--- config.mk ---
export PLATFORM = sky130hd
export DESIGN_NAME = mem_port_arbiter
export DESIGN_NICKNAME = d
export VERILOG_FILES = /design/src/rtl/mem_port_arbiter.sv
export SDC_FILE = /design/constraint.sdc
export NUM_CORES = 1
export LEC_CHECK = 0
export BUFFER_PORTS_ARGS = -buffer_cell sky130_fd_sc_hd__clkbuf_2
export CAP_MARGIN = 0
export CELL_PAD_IN_SITES_DETAIL_PLACEMENT = 0
export CELL_PAD_IN_SITES_GLOBAL_PLACEMENT = 2
export CORE_UTILIZATION = 28
export DETAILED_ROUTE_END_ITERATION = 7
export GPL_TIMING_DRIVEN = 0
export PLACE_DENSITY = 0.87
export SLEW_MARGIN = 20
export SYNTH_ARGS = -nofsm -noshare
export SYNTH_HDL_FRONTEND = slang
export SYNTH_SLANG_ARGS = --single-unit
--- constraint.sdc ---
create_clock -name clk -period 1.65 [get_ports clk]
set_input_delay 0.2475 -clock clk [delete_from_list [all_inputs] [get_ports clk]]
set_output_delay 0.2475 -clock clk [all_outputs]
set_load 0.02 [all_outputs]
--- src/rtl/mem_port_arbiter.sv ---
// Two-client memory arbiter: merges instruction fetch and data ports onto one
// registered physical memory port, data-priority with a fetch starvation limit.
module mem_port_arbiter #(
    parameter int STARVE_LIMIT = 4
) (
    input  logic        clk,
    input  logic        rst_n,

    input  logic [15:0] if_memaddr,
    input  logic [1:0]  if_mem_byte_enable,
    input  logic        if_memread,
    output logic [15:0] if_mem_rdata,
    output logic        if_mem_resp,

    input  logic [15:0] mem_memaddr,
    input  logic [1:0]  mem_mem_byte_enable,
    input  logic        mem_memread,
    input  logic        mem_memwrite,
    input  logic [15:0] mem_mem_wdata,
    output logic [15:0] mem_mem_rdata,
    output logic        mem_mem_resp,

    output logic [15:0] pmem_address,
    output logic [1:0]  pmem_byte_enable,
    output logic        pmem_read,
    output logic        pmem_write,
    output logic [15:0] pmem_wdata,
    input  logic [15:0] pmem_rdata,
    input  logic        pmem_resp
);

    localparam logic [3:0] LIMIT = 4'(STARVE_LIMIT);

    typedef enum logic [1:0] {IDLE, BUSY, DONE} state_t;

    state_t     state;
    state_t     state_next;
    logic       grant;
    logic [3:0] starve_cnt;
    logic [3:0] starve_next;
    logic       data_req;
    logic       fetch_req;
    logic       grant_data;
    logic       grant_fetch;

    always_ff @(posedge clk or negedge rst_n) begin
        if (!rst_n) state <= IDLE;
        else        state <= state_next;
    end

    // Data wins unless a waiting fetch has already been passed over LIMIT times.
    always_comb begin
        state_next  = state;
        starve_next = starve_cnt;
        grant_data  = 1'b0;
        grant_fetch = 1'b0;
        data_req    = mem_memread | mem_memwrite;
        fetch_req   = if_memread;
        case (state)
            IDLE: begin
                if (data_req && (!fetch_req || (starve_cnt < LIMIT))) begin
                    grant_data  = 1'b1;
                    starve_next = fetch_req ? starve_cnt + 4'd1 : 4'd0;
                    state_next  = BUSY;
                end else if (fetch_req) begin
                    grant_fetch = 1'b1;
                    starve_next = 4'd0;
                    state_next  = BUSY;
                end
            end
            BUSY:    if (pmem_resp) state_next = DONE;
            DONE:    state_next = IDLE;
            default: state_next = IDLE;
        endcase
    end

    always_ff @(posedge clk or negedge rst_n) begin
        if (!rst_n) begin
            grant            <= 1'b0;
            starve_cnt       <= 4'd0;
            pmem_address     <= '0;
            pmem_byte_enable <= '0;
            pmem_read        <= 1'b0;
            pmem_write       <= 1'b0;
            pmem_wdata       <= '0;
            if_mem_rdata     <= '0;
            if_mem_resp      <= 1'b0;
            mem_mem_rdata    <= '0;
            mem_mem_resp     <= 1'b0;
        end else begin
            if_mem_resp  <= 1'b0;
            mem_mem_resp <= 1'b0;
            starve_cnt   <= starve_next;
            // A data request with both strobes set is treated as a write.
            if (grant_data) begin
                grant            <= 1'b1;
                pmem_address     <= mem_memaddr;
                pmem_byte_enable <= mem_mem_byte_enable;
                pmem_wdata       <= mem_mem_wdata;
                pmem_write       <= mem_memwrite;
                pmem_read        <= mem_memread & ~mem_memwrite;
            end else if (grant_fetch) begin
                grant            <= 1'b0;
                pmem_address     <= if_memaddr;
                pmem_byte_enable <= if_mem_byte_enable;
                pmem_wdata       <= '0;
                pmem_write       <= 1'b0;
                pmem_read        <= 1'b1;
            end
            if ((state == BUSY) && pmem_resp) begin
                pmem_read  <= 1'b0;
                pmem_write <= 1'b0;
                if (grant) begin
                    mem_mem_resp  <= 1'b1;
                    mem_mem_rdata <= pmem_read ? pmem_rdata : 16'h0000;
                end else begin
                    if_mem_resp  <= 1'b1;
                    if_mem_rdata <= pmem_rdata;
                end
            end
        end
    end

endmodule

* Word-level counts from Yosys, hierarchy flattened
Cells that the tools add are included.
Storage, ports and cells: input port bits 74, bits in registers 77
Operators by class: multiplexer cells 30, order comparisons 1, reduce and logical (&&, ||, !) cells 12, eq/ne operators 3, $add $sub $neg 1, bitwise gates (word level) 4
Operators by type and width (number):
- 2-to-1 mux 16 bit | 5
- 2-to-1 mux 1 bit | 16
- 2-to-1 mux 4 bit | 3
- 2-to-1 mux 2 bit | 5
- AND reduction 2 bit | 4
- adder 4 x 1 -> 4 bit, second input constant | 1
- less-than comparator 4 x 3 -> 1 bit, second input constant | 1
- one-hot mux 2 bit (2 select lines) | 1
- nonzero test 2 bit | 2
- inequality test 3 bit, second input constant | 1
- nonzero test 3 bit | 1
- == test 2 x 1 -> 1 bit, second input constant | 1
- logical AND 1 bit | 2
- logical NOT 2 bit | 1
- inequality test 2 bit, second input constant | 1
- inverter 1 bit | 2
- AND 1 bit | 1
- logical NOT 1 bit | 1
- logical OR 1 bit | 1
- OR 1 bit | 1

* Logic depth before layout (Yosys ltp)
Gate-level depths: netlist of run 1.
depth after elaboration 8, depth in mapped cells 5, gate-level depth less buffers 3

* Least setup slack after synthesis of run 1
No wires, ideal clock.
kind register to register, start point reg state[1], end point reg if_mem_rdata[10], clock period less this slack 1.443 ns, setup time 0.125 ns, buffers on the path 1, path slack 0.207 ns, required time 1.525 ns, cell stages (with the launch flop) 5, arrival time 1.318 ns, path through dfrtp_1 -> nand3b_1 -> nor2_4 -> buf_6 -> mux2_2
Between the ends: word-level cells in the longest chain between the ends 3
RTL lines:
- start, declared | line 36 | state_t state;
- start signal, assigned | line 48 | else state <= state_next;
- == test 2 x 1 -> 1 bit | line 110 | if ((state == BUSY) && pmem_resp) begin
- logical AND 1 bit | line 110
- AND reduction 2 bit (no line)
- end signal, assigned | line 118 | if_mem_rdata <= pmem_rdata;
- end, declared | line 12 | output logic [15:0] if_mem_rdata,
No other way between the ends. A chain may end at the register's enable or synchronous reset.

* Final worst setup path of run 1
start point reg starve_cnt[2], end point reg pmem_address[15]
Between the ends: word-level cells in the longest chain between the ends 6, elaborated cells between the ends (all ways) 9
RTL lines:
- start, declared | line 39 | logic [3:0] starve_cnt;
- start signal, assigned | line 93 | starve_cnt <= starve_next;
- less-than comparator 4 x 3 -> 1 bit * | line 61 | if (data_req && (!fetch_req || (starve_cnt < LIMIT))) begin
- logical OR 1 bit * | line 61
- logical AND 1 bit * | line 61
- 2-to-1 mux 1 bit | line 61
- 2-to-1 mux 1 bit | line 59 | case (state)
- 2-to-1 mux 16 bit / nonzero test 2 bit (equally long branches)
- end signal, assigned | line 97 | pmem_address <= mem_memaddr;
- end signal, assigned | line 104 | pmem_address <= if_memaddr;
- end, declared | line 23 | output logic [15:0] pmem_address,
Mark *: on every way between the ends. The rest lies on a longest branch, timed or not.

==> results of run 1 <==
## metal layers
metal  vias up  part of all wire [%]  GRT usage (%)
li1       1319                     -              -
met1      1344                    47           21.7
met2       137                    44           24.7
met3        16                   7.1           3.35
met4         0                   1.8           7.14
met5         -                     0              0
## cells by family (layout without fill, tap and decap cells)
family	Yosys count	in the layout
compound gates	96	96
fa+ha+maj	1	1
buf+inv	27	190
flops	77	77
mux	17	17
simple gates	49	49
## report_power, final
group          switching [mW]  leakage [nW]  internal, mW  total [mW]
clock                   0.750         0.156          1.41        2.16
combinational            2.39          1.08          1.51        3.90
sequential              0.467         0.973          2.71        3.17
total                    3.61          2.20          5.62        9.23
## worst max-delay path by stage
stage / startpoint / end / slack, ns / cells past startpoint
finish: starve_cnt[2]$_DFFE_PN0P_ / pmem_address[15]$_DFFE_PN0P_ / 0.11 / 4
global route: starve_cnt[2]$_DFFE_PN0P_ / pmem_address[6]$_DFFE_PN0P_ / 0.02 / 4
CTS: state[0]$_DFFE_PN0P_ / pmem_address[14]$_DFFE_PN0P_ / 0.06 / 4
detailed placement: state[0]$_DFFE_PN0P_ / pmem_byte_enable[0]$_DFFE_PN0P_ / -0.04 / 4
global placement: rst_n / pmem_address[10]$_DFFE_PN0P_ / -0.44 / 1
floorplan: state[1]$_DFFE_PN0P_ / if_mem_rdata[10]$_DFFE_PN0P_ / 0.21 / 4
## flip-flops by register name, summed over array words and instances (netlist names)
signal	cells
grant	1
if_mem_rdata	16
if_mem_resp	1
mem_mem_rdata	16
mem_mem_resp	1
pmem_address	16
pmem_byte_enable	2
pmem_read	1
pmem_wdata	16
pmem_write	1
starve_cnt	4
state	2
## through the flow
stage	cell area (µm²)	hold slack [ns]	setup slack [ns]	std cells	total power, mW
floorplan	3220	-0.0481	0.207	267	5.67
global placement	4110	0.462	-0.436	550	7.01
detailed placement	4130	0.290	-0.0373	551	7.11
CTS	4480	0.120	0.0644	570	9.34
global route	4490	0.130	0.0158	570	9.90
finish	4490	0.129	0.115	570	9.23
## critical path, stage by stage (launching register included)
cell	delay, ns
dfrtp_1	0.39
o21a_1	0.31
buf_2	0.24
o311ai_0	0.37
o2bb2ai_1	0.10
## what timing repair did
item / CTS / global route
buffers inserted: 2 / 0
endpoints found under the setup margin: 3 / 18
gates resized for setup: 1 / 8
hold buffers: 1 / 0
pin swaps: 1 / 0
hold endpoints to repair: 37 / 0
## placed cells by master (no fill, tap or decap), types with 2 or more instances in the layout
master,count
nand3_1,2
o2bb2ai_1,18
o21ai_1,2
a22o_1,16
clkbuf_1,13
and2_1,2
clkbuf_2,147
buf_4,3
buf_2,2
clkbuf_16,9
mux2_2,14
o311ai_0,17
nand2_1,34
buf_6,5
a31oi_1,19
dfrtp_1,77
bufinv_16,2
clkbuf_8,2
inv_1,3
mux2_1,2
o21ai_0,18
## cell type report
class                   instances  area, µm²  area share (%)
flip-flops and latches         77       1930            42.9
multi-input cells             163       1140            25.5
repair buffers                147        763            17.0
clock buffers                  13        260            5.80
well taps                     140        175            3.90
plain buffers                  24        140            3.12
clock inverters                 3       67.6            1.51
inverters                       3       11.3           0.251
==> out/metrics.sh, run 1 <==
STATUS='completed'
SYN-NUM-NETS=342
RRSETUPSLACK_NS=0.11
SYNTH_AREA_IN_COMPOUND_GATES_PCT=22.1
CLK_LAT_WORST_SKEW_NS=0.33
SETUP.WORST_PATH.END_CLASS='flop'
REG2REG_FROM='starve_cnt[2]$_DFFE_PN0P_'
TRITONCTS='yes'
SYNTH-EDFF-COUNT=0
ASYNC_RESET_FF_SHARE_PCT=100
GR-USAGE-ALL-LAYERS_PCT=16.1
MIN_DELAY_PATH_DEPTH=2
ANTENNADIODECOUNT=0
SYNTH-ADDER-AREA-SHARE_PCT=0.389
P_PER_AREA_nW_PER_UM2=2060
LAYOUT-AREA-OVERHEAD-VS-SYNTH_PCT=39.6
TOP_CELLS_BY_INSTANCE_COUNT_AFTER_SYNTHESIS='dfrtp_1 (77), nand2_1 (34), a31oi_1 (19)'
REQUIRED_NS=1.86
NUM_VIAS=2816
WORST_REG_TO_REG_CELLS=4
NNETSFINAL=500
POST-ROUTE-PERIOD-UTIL_PCT=93.1
CTS.ROOT.BUFFER_CELL='clkbuf_16'
CLK_TRANSITION_REPORTED_PATHS_NS=0.06
DETAILEDROUTE.FIRSTITERATIONVIOLATIONS=140
NETLIST.AREA_LEADER.SHARE_PCT=59.9
INITIAL_UTIL_PCT=29.2
REG2REG_TO='pmem_address[15]$_DFFE_PN0P_'
SYNTH.MOST_COMMON_CELL='dfrtp_1'
YS.FLOP_TYPE='dfrtp_1'
CTS_BUFFER_DEPTH=2
PLACE.DETAILED.HPWL_MM=6.52
YOSYS_WARNINGS=0
CHIPHEIGHT_UM=109
GRT_PASS1_WL_MM=14.4
NETLIST_AREA_BEFORE_PLACEMENT_UM2=3220
TOTALWIRELENGTH_MM=8.97
NUM-FILL-CELLS=1088
NUMBER_OF_SETUP_VIOLATIONS_IN_THE_FINAL_REPORT=0
SYNTHMUXAREASHARE_PCT=5.91
CTS_NUM_SINKS=77
VDD.IR_DROP.WORST_uV=1000
CTS_MADE_BUFFERS=9
POSTLAYOUTCOREUTIL_PCT=40.7
FIRST_PASS_ITERS=4
CTSHTREEMAXLEVEL=3
PIN_COUNT=144
MIN-DELAY-PATH-CLASS='in -> reg'
PLACE_CONGESTION=0.727
DIEAREA_UM2=11900
TOTAL_LEAKAGE_POWER_nW=2.20
SYN_INST=267
DIE_W_UM=109
GRT_START_MAX_NET_PINS=41
RATIO_OF_ROUTED_VIAS_TO_STANDARD_CELLS=4.94
FINAL.SETUP.TNS_NS=0
LAYOUT-DRIVE-GT1-SHARE_PCT=44.4
PERIOD_MINUS_SLACK_NS=1.54
NETLIST.TOP_CELL.BY_AREA='dfrtp_1'
DRT_DRC_VIOLATIONS_LEFT=0
WORST-ENDPOINT-ARRIVAL_NS=1.74
CRITPATHKIND='reg -> reg'
CRIT_PATH_MAX_FANOUT=10
SYNTH_SEQUENTIAL_AREA_RATIO_PCT=59.9
YS_TYPES=36
DRV_CAP=0
CORE_AREA_UM2=11000
LARGEST_FAMILY_OF_LOGIC_CELLS_BY_SYNTHESIZED_AREA='compound AO/OA/AOI/OAI gates'
MAX_CLOCK_FREQ_GHz=0.651
SYNTH.AVG_CELL_AREA_UM2=12.0
YOSYS.AREA_SHARE.XOR_XNOR_PCT=0
HOLD_PATH_END='state[0]$_DFFE_PN0P_'
VIAS_IN_THE_FIRST_GLOBAL_ROUTE=2733
START_KIND='flop'
COUNT_OF_ENDPOINTS_FAILING_HOLD_IN_THE_FINAL_TIMING_REPORT=0
ANTENNA_FOUND_INITIAL=0
FINALMAXSLEWVIOLATIONS=0
SYNTH.TOP_CELLS.BY_AREA='dfrtp_1 (60%), mux2_2 (4.9%), o2bb2ai_1 (4.9%)'
ANT_NETS_AFTER_ROUTE=0
NUMPORTBUFFERS=143
TIMING.MAX_SLEW.REL_SLACK_PCT=61.0
AVGROUTEDWIREPERCELL_UM=15.7
WORST_HOLD_STARTPOINT='pmem_resp'
WORST_SLEW_PIN_SLEW_NS=0.583
GR-TOTAL-OVERFLOW=0
RSZ0062_AT_GRT='false'
FINAL.SETUP_SKEW_NS=0.00660
POST_SYNTH_AND_OR_NAND_NOR_AREA_FRACTION_PCT=7.16
ROWS=38
POSTSYNTHREGISTERBITS=77
(Power assumes the default switching activity.)
==> run 2: changes to the inputs <==
CELL_PAD_IN_SITES_GLOBAL_PLACEMENT = 1   (was 2)
CORE_UTILIZATION = 29   (was 28)
PLACE_DENSITY = 0.76   (was 0.87)
==> out/metrics.sh, run 2 (same netlist as run 1, synthesis figures left out) <==
STATUS='completed'
CRIT_PATH_MAX_FANOUT=10  # unchanged
CLK_LAT_WORST_SKEW_NS=0.35  # +0.02 ns
NUM_VIAS=2875  # +2.1%
DETAILEDROUTE.FIRSTITERATIONVIOLATIONS=172  # +23%
GR-USAGE-ALL-LAYERS_PCT=16.1  # +0.025 points
LAYOUT-DRIVE-GT1-SHARE_PCT=44.4  # unchanged
CTS_BUFFER_DEPTH=2  # unchanged
REPORT.POWER.TOTAL_mW=8.67  # -6.1%
CTS_MADE_BUFFERS=9  # unchanged
GR-TOTAL-OVERFLOW=0  # unchanged
PERIOD_MINUS_SLACK_NS=1.52  # -0.0155 ns
WORST_HOLD_STARTPOINT='mem_mem_wdata[2]'
CTS.ROOT.BUFFER_CELL='clkbuf_8'
ANT_NETS_AFTER_ROUTE=0  # unchanged
VIAS_IN_THE_FIRST_GLOBAL_ROUTE=2842  # +4.0%
NUMBER_OF_SETUP_VIOLATIONS_IN_THE_FINAL_REPORT=0  # unchanged
POST_ROUTE_CELL_AREA_UM2=4380  # -2.3%
WORST-ENDPOINT-ARRIVAL_NS=1.80  # +0.06 ns
TIMING.MAX_SLEW.REL_SLACK_PCT=64.2  # +3.2 points
NUM-FILL-CELLS=1063  # -2.3%
NUMPORTBUFFERS=143  # unchanged
ANTENNA_FOUND_INITIAL=0  # unchanged
REG2REG_FROM='state[0]$_DFFE_PN0P_'
TIMING.CRITICAL_PATH.FROM='state[0]$_DFFE_PN0P_'
GRT_PASS1_WL_MM=14.2  # -1.2%
FINALNONFILLERCELLS=570  # unchanged
START_KIND='flop'
INITIAL_UTIL_PCT=29.7  # +0.51 points
MOST_FREQUENT_CELLS_IN_THE_LAYOUT='clkbuf_2 (146), dfrtp_1 (77), nand2_1 (34)'
DRV_CAP=0  # unchanged
FINALMAXSLEWVIOLATIONS=0  # unchanged
TRITONCTS='yes'
ANTENNADIODECOUNT=0  # unchanged
FINAL_COMMON_CELL='clkbuf_2'
CRITPATHKIND='reg -> reg'
CHIPHEIGHT_UM=107  # -1.7%
GRT_START_MAX_NET_PINS=45  # +9.8%
PLACED_CELL_AREA_UM2=4130  # unchanged
PIN_COUNT=144  # unchanged
LAYOUT-AREA-OVERHEAD-VS-SYNTH_PCT=36.3
TOTAL_LEAKAGE_POWER_nW=2.16  # -2.0%
CORE_AREA_UM2=10800  # -1.7%
TOTALWIRELENGTH_MM=8.87  # -1.1%
MAX_CLOCK_FREQ_GHz=0.658  # +1.0%
FINAL.SETUP.TNS_NS=0  # unchanged
WORST_SLEW_PIN_SLEW_NS=0.535  # -0.0481 ns
CTS_NUM_SINKS=77  # unchanged
COUNT_OF_ENDPOINTS_FAILING_HOLD_IN_THE_FINAL_TIMING_REPORT=0  # unchanged
MIN-DELAY-PATH-CLASS='in -> reg'
POSTLAYOUTCOREUTIL_PCT=40.4  # -0.26 points
NNETSFINAL=500  # unchanged
ROWS=38  # unchanged
CLK_TRANSITION_REPORTED_PATHS_NS=0.09  # +0.03 ns
RATIO_OF_ROUTED_VIAS_TO_STANDARD_CELLS=5.04  # +2.1%
P_PER_AREA_nW_PER_UM2=1980  # -3.9%
RSZ0062_AT_GRT='false'
AVGROUTEDWIREPERCELL_UM=15.6  # -1.1%
DIE_W_UM=107  # -1.7%
SETUP.WORST_PATH.END_CLASS='flop'
DIEAREA_UM2=11500  # -3.4%
POST-ROUTE-PERIOD-UTIL_PCT=92.1  # -0.94 points
REQUIRED_NS=1.93  # +0.07 ns
NUMPLACEDINSTANCES=551  # unchanged
FIRST_PASS_ITERS=4  # unchanged
PLACE.DETAILED.HPWL_MM=6.33  # -2.9%
CTSHTREEMAXLEVEL=3  # unchanged
PLACE_CONGESTION=0.766  # +5.4%
FINAL.SETUP_SKEW_NS=0.00976  # +0.00316 ns
VDD.IR_DROP.WORST_uV=762  # -24%
DRT_DRC_VIOLATIONS_LEFT=0  # unchanged
-- run 2: report_power, final --
part | internal [mW] | total, mW | switching (mW)
Combinational | 1.50 | 3.87 | 2.37
Clock | 0.900 | 1.63 | 0.727
Sequential | 2.70 | 3.17 | 0.472
-- run 2: layout make-up --
class,count,area [µm²],area share (%)
sequential,77,1930,43.9
buffer,24,139,3.17
clock inverter,5,82.6,1.88
clock buffer,11,141,3.22
tap,140,175,4.00
multi-input combinational,163,1140,26.1
inverter,3,11.3,0.257
timing repair buffer,147,763,17.4
-- run 2: routing by layer --
| metal | routed length (µm) | GRT usage [%] |
|---|---|---|
| met5 | 0 | 0 |
| met4 | 105 | 5.77 |
| met3 | 615 | 4.42 |
| met2 | 4030 | 25.1 |
| met1 | 4120 | 21.4 |
-- run 2: stage by stage --
step	worst slack (ns)	hold WS, ns
floorplan	0.207	-0.0481
global placement	-0.416	0.466
detailed placement	-0.000603	0.268
CTS	0.0866	0.0935
global route	0.0103	0.0956
finish	0.130	0.118
-- run 2: final timing paths --
path                                                endpoint  slack (ns)  cells after the start
max in group asynchronous          pmem_wdata[7]$_DFFE_PN0P_        0.63                      3
worst min register to register  mem_mem_rdata[9]$_DFFE_PN0P_        0.49                      2
min in group asynchronous       mem_mem_rdata[2]$_DFFE_PN0P_        0.42                      2
worst max-delay path             pmem_address[8]$_DFFE_PN0P_        0.13                      4
worst min-delay path               pmem_wdata[2]$_DFFE_PN0P_        0.12                      2
worst max register to register   pmem_address[8]$_DFFE_PN0P_        0.13                      4
-- run 2: critical path: stages, from the launching register on --
cell and delay [ns]:
dfrtp_1 0.42, nor2_2 0.27, clkbuf_1 0.44, a31oi_1 0.15
o2bb2ai_1 0.17
-- run 2: timing repair --
item	4_1_cts	5_1_grt
gates resized for setup	1	8
setup buffers	2	0
hold buffers	1	0
pin swaps	1	0
cloned	0	0
endpoints found under the hold margin	33	0
setup endpoints to repair	9	10
==> run 3: changes to the inputs <==
BUFFER_PORTS_ARGS = unset   (was -buffer_cell sky130_fd_sc_hd__clkbuf_2)
CTS_CLUSTER_DIAMETER = 200   (was unset)
DONT_BUFFER_PORTS = 1   (was unset)
PLACE_DENSITY = 0.61   (was 0.76)
clock period = 1.7 ns   (was 1.65 ns; I/O delays follow)
==> out/metrics.sh, run 3 (same netlist as run 1, synthesis figures left out) <==
STATUS='finished with violations'
VIOLATIONS='negative hold slack'
ANT_NETS_AFTER_ROUTE=0  # unchanged
WORST-ENDPOINT-ARRIVAL_NS=1.82  # +0.02 ns
DRV_CAP=0  # unchanged
LAYOUT-DRIVE-GT1-SHARE_PCT=16.1  # -28 points
MAX_CLOCK_FREQ_GHz=0.647  # -1.6%
DETAILEDROUTE.FIRSTITERATIONVIOLATIONS=68  # -60%
REG2REG_TO='pmem_address[13]$_DFFE_PN0P_'
POSTLAYOUTCOREUTIL_PCT=33.6  # -6.9 points
CTS.ROOT.BUFFER_CELL='clkbuf_8'
AVGROUTEDWIREPERCELL_UM=19.3  # +24%
RATIO_OF_ROUTED_VIAS_TO_STANDARD_CELLS=5.41  # +7.3%
PLACE.DETAILED.HPWL_MM=5.67  # -10%
MULTI_INPUT_AREA_UM2=1140  # unchanged
CLK_TRANSITION_REPORTED_PATHS_NS=0.09  # about the same
CP_NUM_BUF_INV=1  # unchanged
SETUP.WORST_PATH.END_CLASS='flop'
GRT_START_MAX_NET_PINS=78  # +73%
WORST_SLEW_PIN_SLEW_NS=0.593  # +0.0578 ns
P_PER_AREA_nW_PER_UM2=2090  # +5.8%
TIMING.MAX_SLEW.REL_SLACK_PCT=60.3  # -3.9 points
NUM_VIAS=2300  # -20%
FINALMAXSLEWVIOLATIONS=0  # unchanged
RSZ0062_AT_GRT='false'
REG2REG_FROM='state[0]$_DFFE_PN0P_'
COUNT_OF_ENDPOINTS_FAILING_HOLD_IN_THE_FINAL_TIMING_REPORT=77  # +77
DRT_DRC_VIOLATIONS_LEFT=0  # unchanged
GR-TOTAL-OVERFLOW=0  # unchanged
ANTENNADIODECOUNT=0  # unchanged
POST-ROUTE-PERIOD-UTIL_PCT=90.9  # -1.2 points
INITIAL_UTIL_PCT=29.7  # unchanged
CRITICAL_PATH.TOP_DELAY_FAMILY='flip-flops'
ANTENNA_FOUND_INITIAL=0  # unchanged
CRITPATHSLOWESTCELL='dfrtp_1'
PLACE_CONGESTION=0.722  # -5.8%
FINAL_COMMON_CELL='dfrtp_1'
FIN_WORST_HOLD_SLACK_NS=-0.411  # -0.529 ns
RRSETUPSLACK_NS=0.15  # +0.02 ns
TOTALWIRELENGTH_MM=8.22  # -7.4%
FINAL.SETUP.TNS_NS=0  # unchanged
PERIOD_MINUS_SLACK_NS=1.55  # +0.0251 ns
CTS_NUM_SINKS=77  # unchanged
ROWS=38  # unchanged
GRT_PASS1_WL_MM=12.8  # -10%
WORST_PATH_LARGEST_CELL_DELAY_NS=0.42  # -0.02 ns
CTS_BUFFER_DEPTH=2  # unchanged
REQUIRED_NS=1.97  # +0.04 ns
NNETSFINAL=355  # -29%
CTS_HOLD_BUF=1  # unchanged
VIAS_IN_THE_FIRST_GLOBAL_ROUTE=2367  # -17%
CTSHTREEMAXLEVEL=3  # unchanged
WORST_REG_TO_REG_CELLS=4  # unchanged
MOST_FREQUENT_CELLS_IN_THE_LAYOUT='dfrtp_1 (77), nand2_1 (34), a31oi_1 (19)'
FIRST_PASS_ITERS=4  # unchanged
CRITPATHKIND='reg -> reg'
PIN_COUNT=144  # unchanged
DIE_W_UM=107  # unchanged
GR-USAGE-ALL-LAYERS_PCT=14.7  # -1.4 points
PATH_CELLS='nor2_2 > clkbuf_1 > o311ai_0 > o2bb2ai_1'
NUM-FILL-CELLS=1116  # +5.0%
LAYOUT-AREA-OVERHEAD-VS-SYNTH_PCT=13.1
CHIPHEIGHT_UM=107  # unchanged
CORE_AREA_UM2=10800  # unchanged
CRIT_PATH_MAX_FANOUT=10  # unchanged
CLK_LAT_WORST_SKEW_NS=0.35  # about the same
DIEAREA_UM2=11500  # unchanged
SEQCELLAREA_UM2=1930  # unchanged
TRITONCTS='yes'
FINAL.SETUP_SKEW_NS=0.0110  # +0.00127 ns
NUMBER_OF_SETUP_VIOLATIONS_IN_THE_FINAL_REPORT=0  # unchanged
CTS_MADE_BUFFERS=9  # unchanged
NUMPORTBUFFERS=0  # -100%
MIN-DELAY-PATH-CLASS='in -> async'
START_KIND='flop'
TOTAL_LEAKAGE_POWER_nW=1.53  # -29%
VDD.IR_DROP.WORST_uV=595  # -22%
run 3: timing repair:
action                                  in CTS  in global routing
endpoints found under the setup margin       0                 19
setup buffers                                0                  1
resized for setup                            0                  5
hold endpoints to repair                    78                 77
run 3: cell type report:
cell class              count  area share, %
flip-flops and latches     77           53.0
multi-input cells         163           31.5
well taps                 140           4.82
clock buffers              10           3.78
plain buffers              24           3.78
clock inverters             6           2.37
repair buffers              2          0.482
inverters                   3          0.310
run 3: where the power goes:
part / internal (mW) / switching (mW) / total, mW
combinational: 0.922 / 1.04 / 1.96
clock: 0.865 / 0.695 / 1.56
sequential: 2.62 / 1.47 / 4.09
run 3: worst max path at each step:
stage | startpoint | end | slack, ns | cells past startpoint
floorplan | state[1]$_DFFE_PN0P_ | if_mem_rdata[10]$_DFFE_PN0P_ | 0.26 | 4
global placement | state[1]$_DFFE_PN0P_ | if_mem_rdata[12]$_DFFE_PN0P_ | 0.07 | 4
detailed placement | state[0]$_DFFE_PN0P_ | pmem_byte_enable[0]$_DFFE_PN0P_ | 0.03 | 4
CTS | state[1]$_DFFE_PN0P_ | if_mem_rdata[7]$_DFFE_PN0P_ | 0.02 | 4
global route | starve_cnt[2]$_DFFE_PN0P_ | pmem_address[9]$_DFFE_PN0P_ | 0.04 | 4
finish | state[0]$_DFFE_PN0P_ | pmem_address[13]$_DFFE_PN0P_ | 0.15 | 4
run 3: per-layer routing:
layer  GRT usage, %  wire length (µm)  vias to the layer above
met5              0                 0                        -
met4           5.77                96                        0
met3           4.96               775                       10
met2           22.3              3720                      120
met1           19.1              3620                     1143
li1               -                 -                     1027
run 3: metrics by stage:
stage	instance area, µm²	total power, mW	setup WS [ns]	instances
floorplan	3220	5.50	0.257	267
global placement	3390	6.04	0.0721	407
detailed placement	3390	6.11	0.0318	407
CTS	3630	7.70	0.0239	424
global route	3640	8.11	0.0403	425
finish	3640	7.61	0.155	425
